`src/rtl/hazard_ctrl_unit.sv`:
```
// Pipeline hazard controller: memory-wait stalls with timeout, load-use bubbles,
// taken-branch flushes and a saturating stall-cycle counter.
module hazard_ctrl_unit #(
   parameter int REG_ADDR_W  = 4,
   parameter int MEM_WAIT_EN = 1,
   parameter int TIMEOUT_CYC = 64,
   parameter int CNT_W       = 16
) (
   input  logic                  clk,
   input  logic                  rst,
   input  logic [REG_ADDR_W-1:0] IF_ID_rs1,
   input  logic [REG_ADDR_W-1:0] IF_ID_rs2,
   input  logic [REG_ADDR_W-1:0] ID_Ex_rd,
   input  logic                  ID_Ex_MemRead,
   input  logic                  ID_Ex_MemWrite,
   input  logic                  mem_ready,
   input  logic                  branch_taken,
   output logic                  PC_write,
   output logic                  IF_ID_write,
   output logic                  ID_Ex_enable,
   output logic                  IF_ID_flush,
   output logic                  ID_Ex_flush,
   output logic                  mem_timeout,
   output logic [CNT_W-1:0]      stall_cycles
);

   localparam logic [2:0] S_IDLE     = 3'd0;
   localparam logic [2:0] S_ACK_WAIT = 3'd1;
   localparam logic [2:0] S_BUSY     = 3'd2;
   localparam logic [2:0] S_DONE     = 3'd3;
   localparam logic [2:0] S_ERR      = 3'd4;

   localparam int              TO_W   = (TIMEOUT_CYC > 0) ? $clog2(TIMEOUT_CYC + 1) : 1;
   localparam logic [TO_W-1:0] TO_LIM = TO_W'(TIMEOUT_CYC);

   logic [2:0]      state;
   logic [2:0]      state_nxt;
   logic [TO_W-1:0] to_cnt;
   logic [TO_W-1:0] to_inc;
   logic            to_hit;
   logic            mem_op;
   logic            mem_stall;
   logic            load_use;

   assign mem_op = ID_Ex_MemRead | ID_Ex_MemWrite;
   assign to_inc = to_cnt + 1'b1;
   // Timeout fires on the cycle whose increment makes the count reach the limit.
   assign to_hit = (TIMEOUT_CYC != 0) && (to_inc == TO_LIM);

   always_comb begin
      state_nxt = state;
      case (state)
         S_IDLE:     if ((MEM_WAIT_EN != 0) && mem_op) state_nxt = S_ACK_WAIT;
         S_ACK_WAIT: begin
            if (to_hit)          state_nxt = S_ERR;
            else if (!mem_ready) state_nxt = S_BUSY;
         end
         S_BUSY: begin
            if (mem_ready)       state_nxt = S_DONE;
            else if (to_hit)     state_nxt = S_ERR;
         end
         S_DONE:     state_nxt = S_IDLE;
         S_ERR:      state_nxt = S_ERR;
         default:    state_nxt = S_IDLE;
      endcase
   end

   always_ff @(posedge clk) begin
      if (rst) begin
         state        <= S_IDLE;
         to_cnt       <= '0;
         stall_cycles <= '0;
      end else begin
         state <= state_nxt;
         if (state == S_ACK_WAIT || state == S_BUSY)
            to_cnt <= to_inc;
         else if (state == S_IDLE || state == S_DONE)
            to_cnt <= '0;
         if (!PC_write && (stall_cycles != '1))
            stall_cycles <= stall_cycles + 1'b1;
      end
   end

   assign mem_stall = ((state == S_IDLE) && (MEM_WAIT_EN != 0) && mem_op)
                    || (state == S_ACK_WAIT) || (state == S_BUSY) || (state == S_ERR);

   assign load_use = ID_Ex_MemRead && (ID_Ex_rd != '0)
                   && ((ID_Ex_rd == IF_ID_rs1) || (ID_Ex_rd == IF_ID_rs2))
                   && ((state == S_IDLE) || (state == S_DONE));

   assign mem_timeout = (state == S_ERR);

   always_comb begin
      PC_write     = 1'b1;
      IF_ID_write  = 1'b1;
      ID_Ex_enable = 1'b1;
      IF_ID_flush  = 1'b0;
      ID_Ex_flush  = 1'b0;
      if (mem_stall) begin
         PC_write     = 1'b0;
         IF_ID_write  = 1'b0;
         ID_Ex_enable = 1'b0;
      end else if (branch_taken) begin
         IF_ID_flush  = 1'b1;
         ID_Ex_flush  = 1'b1;
      end else if (load_use) begin
         PC_write     = 1'b0;
         IF_ID_write  = 1'b0;
         ID_Ex_flush  = 1'b1;
      end
   end

endmodule

```
`config.mk`:
```
export PLATFORM = sky130hd
export DESIGN_NAME = hazard_ctrl_unit
export DESIGN_NICKNAME = d
export VERILOG_FILES = /design/src/rtl/hazard_ctrl_unit.sv
export SDC_FILE = /design/constraint.sdc
export NUM_CORES = 1
export LEC_CHECK = 0
export ABC_AREA = 1
export CAP_MARGIN = 20
export CORE_ASPECT_RATIO = 1.75
export CORE_MARGIN = 10
export CORE_UTILIZATION = 50
export DETAILED_ROUTE_END_ITERATION = 16
export PLACE_DENSITY_LB_ADDON = 0.05
export SETUP_SLACK_MARGIN = 0.5
export SLEW_MARGIN = 20
export SYNTH_ARGS = -nofsm -noshare
export SYNTH_HDL_FRONTEND = slang
export SYNTH_SLANG_ARGS = --single-unit
```
`constraint.sdc`:
```
create_clock -name clk -period 5.3 [get_ports clk]
set_clock_uncertainty 0.05 [all_clocks]
set_input_delay 1.06 -clock clk [delete_from_list [all_inputs] [get_ports clk]]
set_output_delay 1.06 -clock clk [all_outputs]
set_load 0.005 [all_outputs]
```
Yosys cells after proc, flatten, opt, wreduce, memory -nomap -nowiden
Index checks and enable logic that the tools add are counted.
W data, S select, Z words.

word-level totals
  bits in registers = 26
  bits in latches = 0
  bits in writable memories = 0
  ROM bits = 0
  output and inout port bits = 22
  logic and storage cells = 50
  memories = 0

cells by class
  add/sub/neg operators = 2
  $mul = 0
  div/mod/pow operators = 0
  $lt $le $gt $ge = 0
  equality and inequality tests = 11
  shifts and indexed selects = 0
  muxes and demuxes = 17
  bitwise gates (word level) = 1
  reduce and logical (&&, ||, !) cells = 16

operators by type and width
  cell                     number
  $add A16 B1 Y16 const B  1
  $ne A16 B16 Y1 const B   1
  $mux W3                  5
  $mux W7                  2
  $pmux W3 S4              1
  $mux W1                  9
  $eq A4 B4 Y1             2
  $add A7 B1 Y7 const B    1
  $eq A7 B7 Y1 const B     1
  $eq A3 B2 Y1 const B     2
  $logic_or A1 B1 Y1       6
  $ne A3 B3 Y1 const B     2
  $logic_and A1 B1 Y1      5
  $reduce_bool A4 Y1       1
  $eq A3 B1 Y1 const B     1
  $eq A3 B3 Y1 const B     1
  $logic_not A3 Y1         1
  $reduce_and A3 Y1        1
  $ne A2 B2 Y1 const B     1
  $reduce_bool A2 Y1       1
  $logic_not A1 Y1         1
  $or A1 B1 Y1             1

Logic depth before layout (Yosys ltp)
Gate-level depths: netlist of run 1.

  word-level depth = 9
  gate-level depth with buffers = 12
  mapped depth without buffers = 12

Worst setup path before layout of run 1
No wires, ideal clock.

  kind = input to output
  start = input ID_Ex_rd[1]
  end = output PC_write
  arrival = 1.980 ns
  data required time = 4.190 ns
  path slack = 2.210 ns
  stages = 11
  path buffers = 2
  cell sequence = inv_1 > nand2_1 > nand2_1 > nor2_1 > nand2_1 > nand2_1 > nand3_1 > nand2_2 > buf_4 > inv_1 > buf_4

between the ends
  word-level cells in the longest chain between the ends = 7
  elaborated cells between the ends (all ways) = 10
  classes of those cells = eq/ne: 2; mux: 3; reduce/logical: 5

ends and longest elaborated chain
  what                                                              RTL line  source
  from (decl)                                                       13        input logic [REG_ADDR_W-1:0] ID_Ex_rd,
  $eq A4 B4 Y1 / $reduce_bool A4 Y1 (equally long branches)         88, 87
  $logic_or A1 B1 Y1 / $logic_and A1 B1 Y1 (equally long branches)  88, 87
  $logic_and A1 B1 Y1 *                                             88        && ((ID_Ex_rd == IF_ID_rs1) || (ID_Ex_rd == IF_ID_rs2))
  $logic_and A1 B1 Y1 *                                             89        && ((state == S_IDLE) || (state == S_DONE));
  $mux W1 * (3 in series)                                           n/a
  to (decl)                                                         18        output logic PC_write,

Every way passes the cells marked *; elsewhere a longest branch is shown, timed or not.

Worst setup path in the final report of run 1
  start = input ID_Ex_rd[2]
  end = output PC_write

between the ends
  word-level cells in the longest chain between the ends = 7
  elaborated cells between the ends (all ways) = 10
  classes of those cells = eq/ne: 2; mux: 3; reduce/logical: 5

ends and longest elaborated chain
  what                                                              RTL line  source
  $eq A4 B4 Y1 / $reduce_bool A4 Y1 (equally long branches)         88, 87
  $logic_or A1 B1 Y1 / $logic_and A1 B1 Y1 (equally long branches)  88, 87
  $logic_and A1 B1 Y1 *                                             88
  $logic_and A1 B1 Y1 *                                             89
  $mux W1 *                                                         106       end else if (load_use) begin
  $mux W1 *                                                         103       end else if (branch_taken) begin
  $mux W1 *                                                         99        if (mem_stall) begin

Marks and branches as above.

==> reports/metrics.cfg, run 1 <==
[outcome]
outcome=finished clean

[place]
io_buffers=39
placed_area_um2=2170
hpwl_um=3680
pre_cts_slack_ns=1.19
gp_congestion=0.909

[layout]
post-route-util_pct=65.9
diodes=0
nets=345
drive_above_1_share_pct=4.32
stdcell_area_um2=2240
syn_to_final_growth_pct=26.7

[global_routing]
track_usage_pct=15.1
grt_pass1_vias=1912
grt-ovfl-total=0
antenna_found_initial=0
grt_max_degree=23
grt_pass1_wl_um=8050

[sta]
final.period_utilization_pct=77.2
relSlewSlack_pct=43.9
worstMarginPinSlew_ns=0.838
clock.fmax_mhz=244
setup_violations=0
min_period_ns=4.09
drv_slew=0
worst_slack_ns=1.21
rsz0062_at_grt=no
hold_violations=0
setup_tns_ns=0

[critical_path]
cp-start-kind=input pin
crit_top_cell=nand2_1
worst_setup_path_end_kind=output port
path_max_fanout=19
cp_cell_sequence=clkdlybuf4s50_1 -> inv_1 -> nand2_1 -> nand2_1 -> nor2_1 -> nand2_1 -> nand2_1 -> nand3_1 -> nand2_2 -> inv_1 -> clkdlybuf4s50_1
path_class=input pin to output port
cp.required_ns=4.19
rr_endpoint=stall_cycles[11]
path_buf_inv=4
critical_path_arrival_ns=2.98
path_delay_family=buffers and inverters
cp_slowest_stage_delay_ns=0.52
r2r_start=stall_cycles[0]
r2r_slack_ns=3.14
slowest_stage=clkdlybuf4s50_1
ff2ff_path_depth=9

[drt]
viasPerCell=5.14
vias=1896
antenna_left=0
drc_errors=0
drt_iter0_markers=76
drt_wl_total_um=4680
wl_per_cell_um=12.7
drt_first_pass_iters=4

[floorplanning]
die-width_um=65.0
row_count=28
die_area_um2=6410
start_util_pct=52.1
die-height_um=98.7
io_pins=40
core_um2=3400

[synthesis]
ys_ff_latch=26
syn_nets=308
synth_top_cells_by_area=dfxtp_1 29%, nand2_1 19%, nand3_1 8.8%, inv_1 7.9%, a21oi_1 6.5%
ys_types=23
syn_area_per_cell_um2=6.14
ys_top_cells_by_count=91 x nand2_1, 37 x inv_1, 31 x nand3_1
synth-main-ff-cell=dfxtp_1
synth_top_area_cell=dfxtp_1
synth.top_cell.area_share_pct=29.4
yosysWarningCount=0
async_flop_share_pct=0
synth_edf_count=0
syn-instance-count=288
synth_area_um2=1770
synth-seq-area-share_pct=29.4
synth.most_common_cell=nand2_1

[power_and_ir_drop]
power.density_nw_per_um2=302
irDropWorstVdd_mv=0.314
p_clk_share_pct=24.4
p_int_mw=0.430
seqPwrFrac_pct=36.2
leakage_nw=0.907
power_switching_mw=0.246
power_frac_comb_pct=39.4
p_sw_share_pct=36.4

[cts]
cts_sinks=26
post_cts_buffers=0
htreeDepth=1
numCtsBuffers=3
hold_buffers=0
cts_tree=yes
cts_resized=0
cts_buffer_depth=2
clk_latency_ns=0.27
cts.clk_slew.worst_paths_ns=0.10
cts_root_buf=clkbuf_8

[min_path]
hold_depth=2
worstHoldPathType=flip-flop to flip-flop
hold_start=to_cnt[6]
whs_endpoint=to_cnt[6]

[run]
cap_violations=0

layer usage:
| layer | GRT usage, % | share of wire (%) |
|---|---|---|
| met3 | 2.15 | 2.8 |
| met2 | 29.5 | 56 |
| met5 | 0 | 0 |
| met4 | 6.62 | 2.2 |
| met1 | 14.8 | 39 |
through the flow:
stage / instances / hold slack (ns) / total power, mW
floorplan: 288 / 0.406 / 0.426
global placement: 365 / 0.417 / 0.515
detailed placement: 365 / 0.428 / 0.519
CTS: 369 / 0.443 / 0.683
global route: 369 / 0.466 / 0.732
finish: 369 / 0.436 / 0.676
how the worst max path moves through the flow:
stage                startpoint       end  slack, ns  cells past startpoint
floorplan           ID_Ex_rd[1]  PC_write       2.21                     11
global route        ID_Ex_rd[2]  PC_write       1.04                     11
CTS                 ID_Ex_rd[2]  PC_write       1.18                     11
global placement    ID_Ex_rd[2]  PC_write       1.21                     11
detailed placement  ID_Ex_rd[2]  PC_write       1.19                     11
finish              ID_Ex_rd[2]  PC_write       1.21                     11
layout make-up:
class	count	area [µm²]
clock buffers	3	41.3
clock inverters	1	30.0
repair buffers	39	390
well taps	45	56.3
multi-input cells	218	1060
inverters	37	139
fillers	335	1160
flip-flops and latches	26	520
cells by family (layout without fill, tap and decap cells):
logic type	after synthesis	in the layout	synth area share, %
adders and majority gates	2	2	1.41
DFF	26	26	29.4
and+or+nand+nor	171	171	42.2
AOI/OAI and AO/OA	30	30	9.05
buffers and inverters	44	80	10.5
xor gates and xnor gates	15	15	7.43
cells in the final DEF (no fill, tap or decap), types with 3 or more instances in the layout:
cell             instances
nor2_1                  30
o21ai_0                  4
nand2_2                  4
clkbuf_8                 3
inv_1                   37
nand3_1                 31
xnor2_1                  3
nand2_1                 91
a21oi_1                 23
nand3b_1                 3
clkdlybuf4s50_1         39
dfxtp_1                 26
nor3_1                   6
xor2_1                  12
worst reg2reg max path, delay by kind of cell, from the launching register on:
kind / cells / cell delay (ns)
simple gates: 7 / 1.20
compound gates: 1 / 0.14
flops: 1 / 0.44
fa+ha+maj: 1 / 0.26
registers in the layout, summed over array words and instances (netlist names):
name / count
stall_cycles: 16
to_cnt: 7
state: 3
power groups by stage:
stage / combinational [mW] / sequential (mW) / clock [mW]
floorplan: 0.184 / 0.241 / 0
detailed placement: 0.271 / 0.248 / 0
finish: 0.266 / 0.245 / 0.165
global route: 0.308 / 0.248 / 0.175
global placement: 0.267 / 0.248 / 0
CTS: 0.271 / 0.244 / 0.168
(Power assumes the default switching activity.)
==> run 2, diff against run 1 <==
- clock period: 5.3 -> 3.98 ns (I/O delays scaled with it)
==> run 2 against run 1 <==
First-iteration DRC count shrank 2.6%; combinational power up 37%; critical path depth shrank 1; total power increased by 34%; non-clock buffer count rose by 2; global-route usage shrank 0.43 points; sequential power rose by 33%; via count decreased by 1.5%; largest cell class unchanged; highest routed layer unchanged.
==> reports/metrics.cfg, run 2 (same netlist as run 1, synthesis figures left out) <==
[layout]
final_common_cell=nand2_1
largest_reg_flops=16
drive_above_1_share_pct=4.91
diodes=0
fillCellCount=337
final_cell_mix=91 x nand2_1, 39 x clkdlybuf4s50_1, 37 x inv_1
top_regs=stall_cycles x16, to_cnt x7, state x3
nets=347
syn_to_final_growth_pct=27.5
fin_cells=371
largest_register=stall_cycles

[global_routing]
antenna_found_initial=0
grt-ovfl-total=0
grt_max_degree=19
grt_pass1_vias=1925
track_usage_pct=14.7
grt_pass1_wl_um=7980

[sta]
worstMarginPinSlew_ns=0.365
setup_violations=0
setup_tns_ns=0
relSlewSlack_pct=75.6
min_period_ns=3.29
drv_slew=0
final.period_utilization_pct=82.6
hold_violations=0
rsz0062_at_grt=no
worst_slack_ns=0.693
clock.fmax_mhz=304
whs_ns=0.434

[floorplanning]
io_pins=40
die-height_um=98.7
row_count=28
core_um2=3400
die_area_um2=6410
die-width_um=65.0
start_util_pct=52.1

[drt]
vias=1867
drt_wl_total_um=4600
drc_errors=0
antenna_left=0
drt_first_pass_iters=4
wl_per_cell_um=12.4
drt_iter0_markers=74
viasPerCell=5.03

[cts]
post_cts_buffers=0
cts_buffer_depth=2
clk_latency_ns=0.27
cts_sinks=26
cts_root_buf=clkbuf_8
numCtsBuffers=3
hold_buffers=0
cts_tree=yes
cts.clk_slew.worst_paths_ns=0.09
cts_resized=0
htreeDepth=1

[min_path]
hold_start=to_cnt[6]
worstHoldPathType=flip-flop to flip-flop

[critical_path]
slowest_stage=clkdlybuf4s50_1
critical_path_arrival_ns=2.44
cp-start-kind=input pin
startpoint=ID_Ex_rd[2]
worst_setup_path_end_kind=output port
cp_cell_sequence=clkdlybuf4s50_1 -> inv_1 -> nand2_1 -> nand2_1 -> nor2_1 -> nand2_1 -> nand2_1 -> nand2_1 -> a21oi_1 -> clkdlybuf4s50_1
cp.required_ns=3.13
path_class=input pin to output port
path_max_fanout=4
r2r_start=stall_cycles[0]
cp_slowest_stage_delay_ns=0.52
crit_top_cell=nand2_1

[power_and_ir_drop]
leakage_nw=0.916
power.density_nw_per_um2=403
irDropWorstVdd_mv=0.309

[place]
hpwl_um=3630
dp_cells=367
pre_cts_slack_ns=0.642
gp_congestion=0.893
io_buffers=39

[run]
cap_violations=0

[outcome]
outcome=finished clean

[run 2: cell types whose count changed in the layout (fill, tap and decap cells not counted), sizes merged]
| cell | change |
|---|---|
| buf | +2 |
[run 2: critical path: cells and delay by family]
family / cells / cell delay (ns)
AOI/OAI and AO/OA: 1 / 0.11
buffers and inverters: 3 / 1.11
and+or+nand+nor: 6 / 0.42
[run 2: area by class of cell]
cell class | count | area (µm²) | share of cell area (%)
clock buffers | 3 | 41.3 | 1.83
repair buffers | 41 | 405 | 18.0
well taps | 45 | 56.3 | 2.50
flip-flops and latches | 26 | 520 | 23.1
inverters | 37 | 139 | 6.16
multi-input cells | 218 | 1060 | 47.1
clock inverters | 1 | 30.0 | 1.33
[run 2: metal layers]
layer | GRT usage, % | routed length [µm] | share of wire (%) | up-vias
li1 | - | - | - | 981
met1 | 14.8 | 1830 | 40 | 846
met2 | 28.5 | 2550 | 55 | 34
met3 | 2.04 | 142 | 3.1 | 6
met4 | 5.79 | 81 | 1.8 | 0
met5 | 0 | 0 | 0 | -
[run 2: power breakdown]
group	internal [mW]	switching, mW
Sequential	0.289	0.0370
Combinational	0.156	0.208
Clock	0.135	0.0841
[run 2: final timing paths]
check                     end  slack, ns  cells past startpoint
max               ID_Ex_flush       0.69                     10
min                 to_cnt[6]       0.43                      2
max reg2reg  stall_cycles[11]       1.86                      9
min reg2reg         to_cnt[6]       0.43                      2
[run 2: stage by stage]
step	instance area [µm²]	power, mW	util, %
after global placement	2180	0.695	64.3
after floorplan	1770	0.567	-
after detailed placement	2180	0.699	64.3
final	2260	0.909	66.4
after global routing	2260	0.982	66.4
after CTS	2260	0.920	66.4
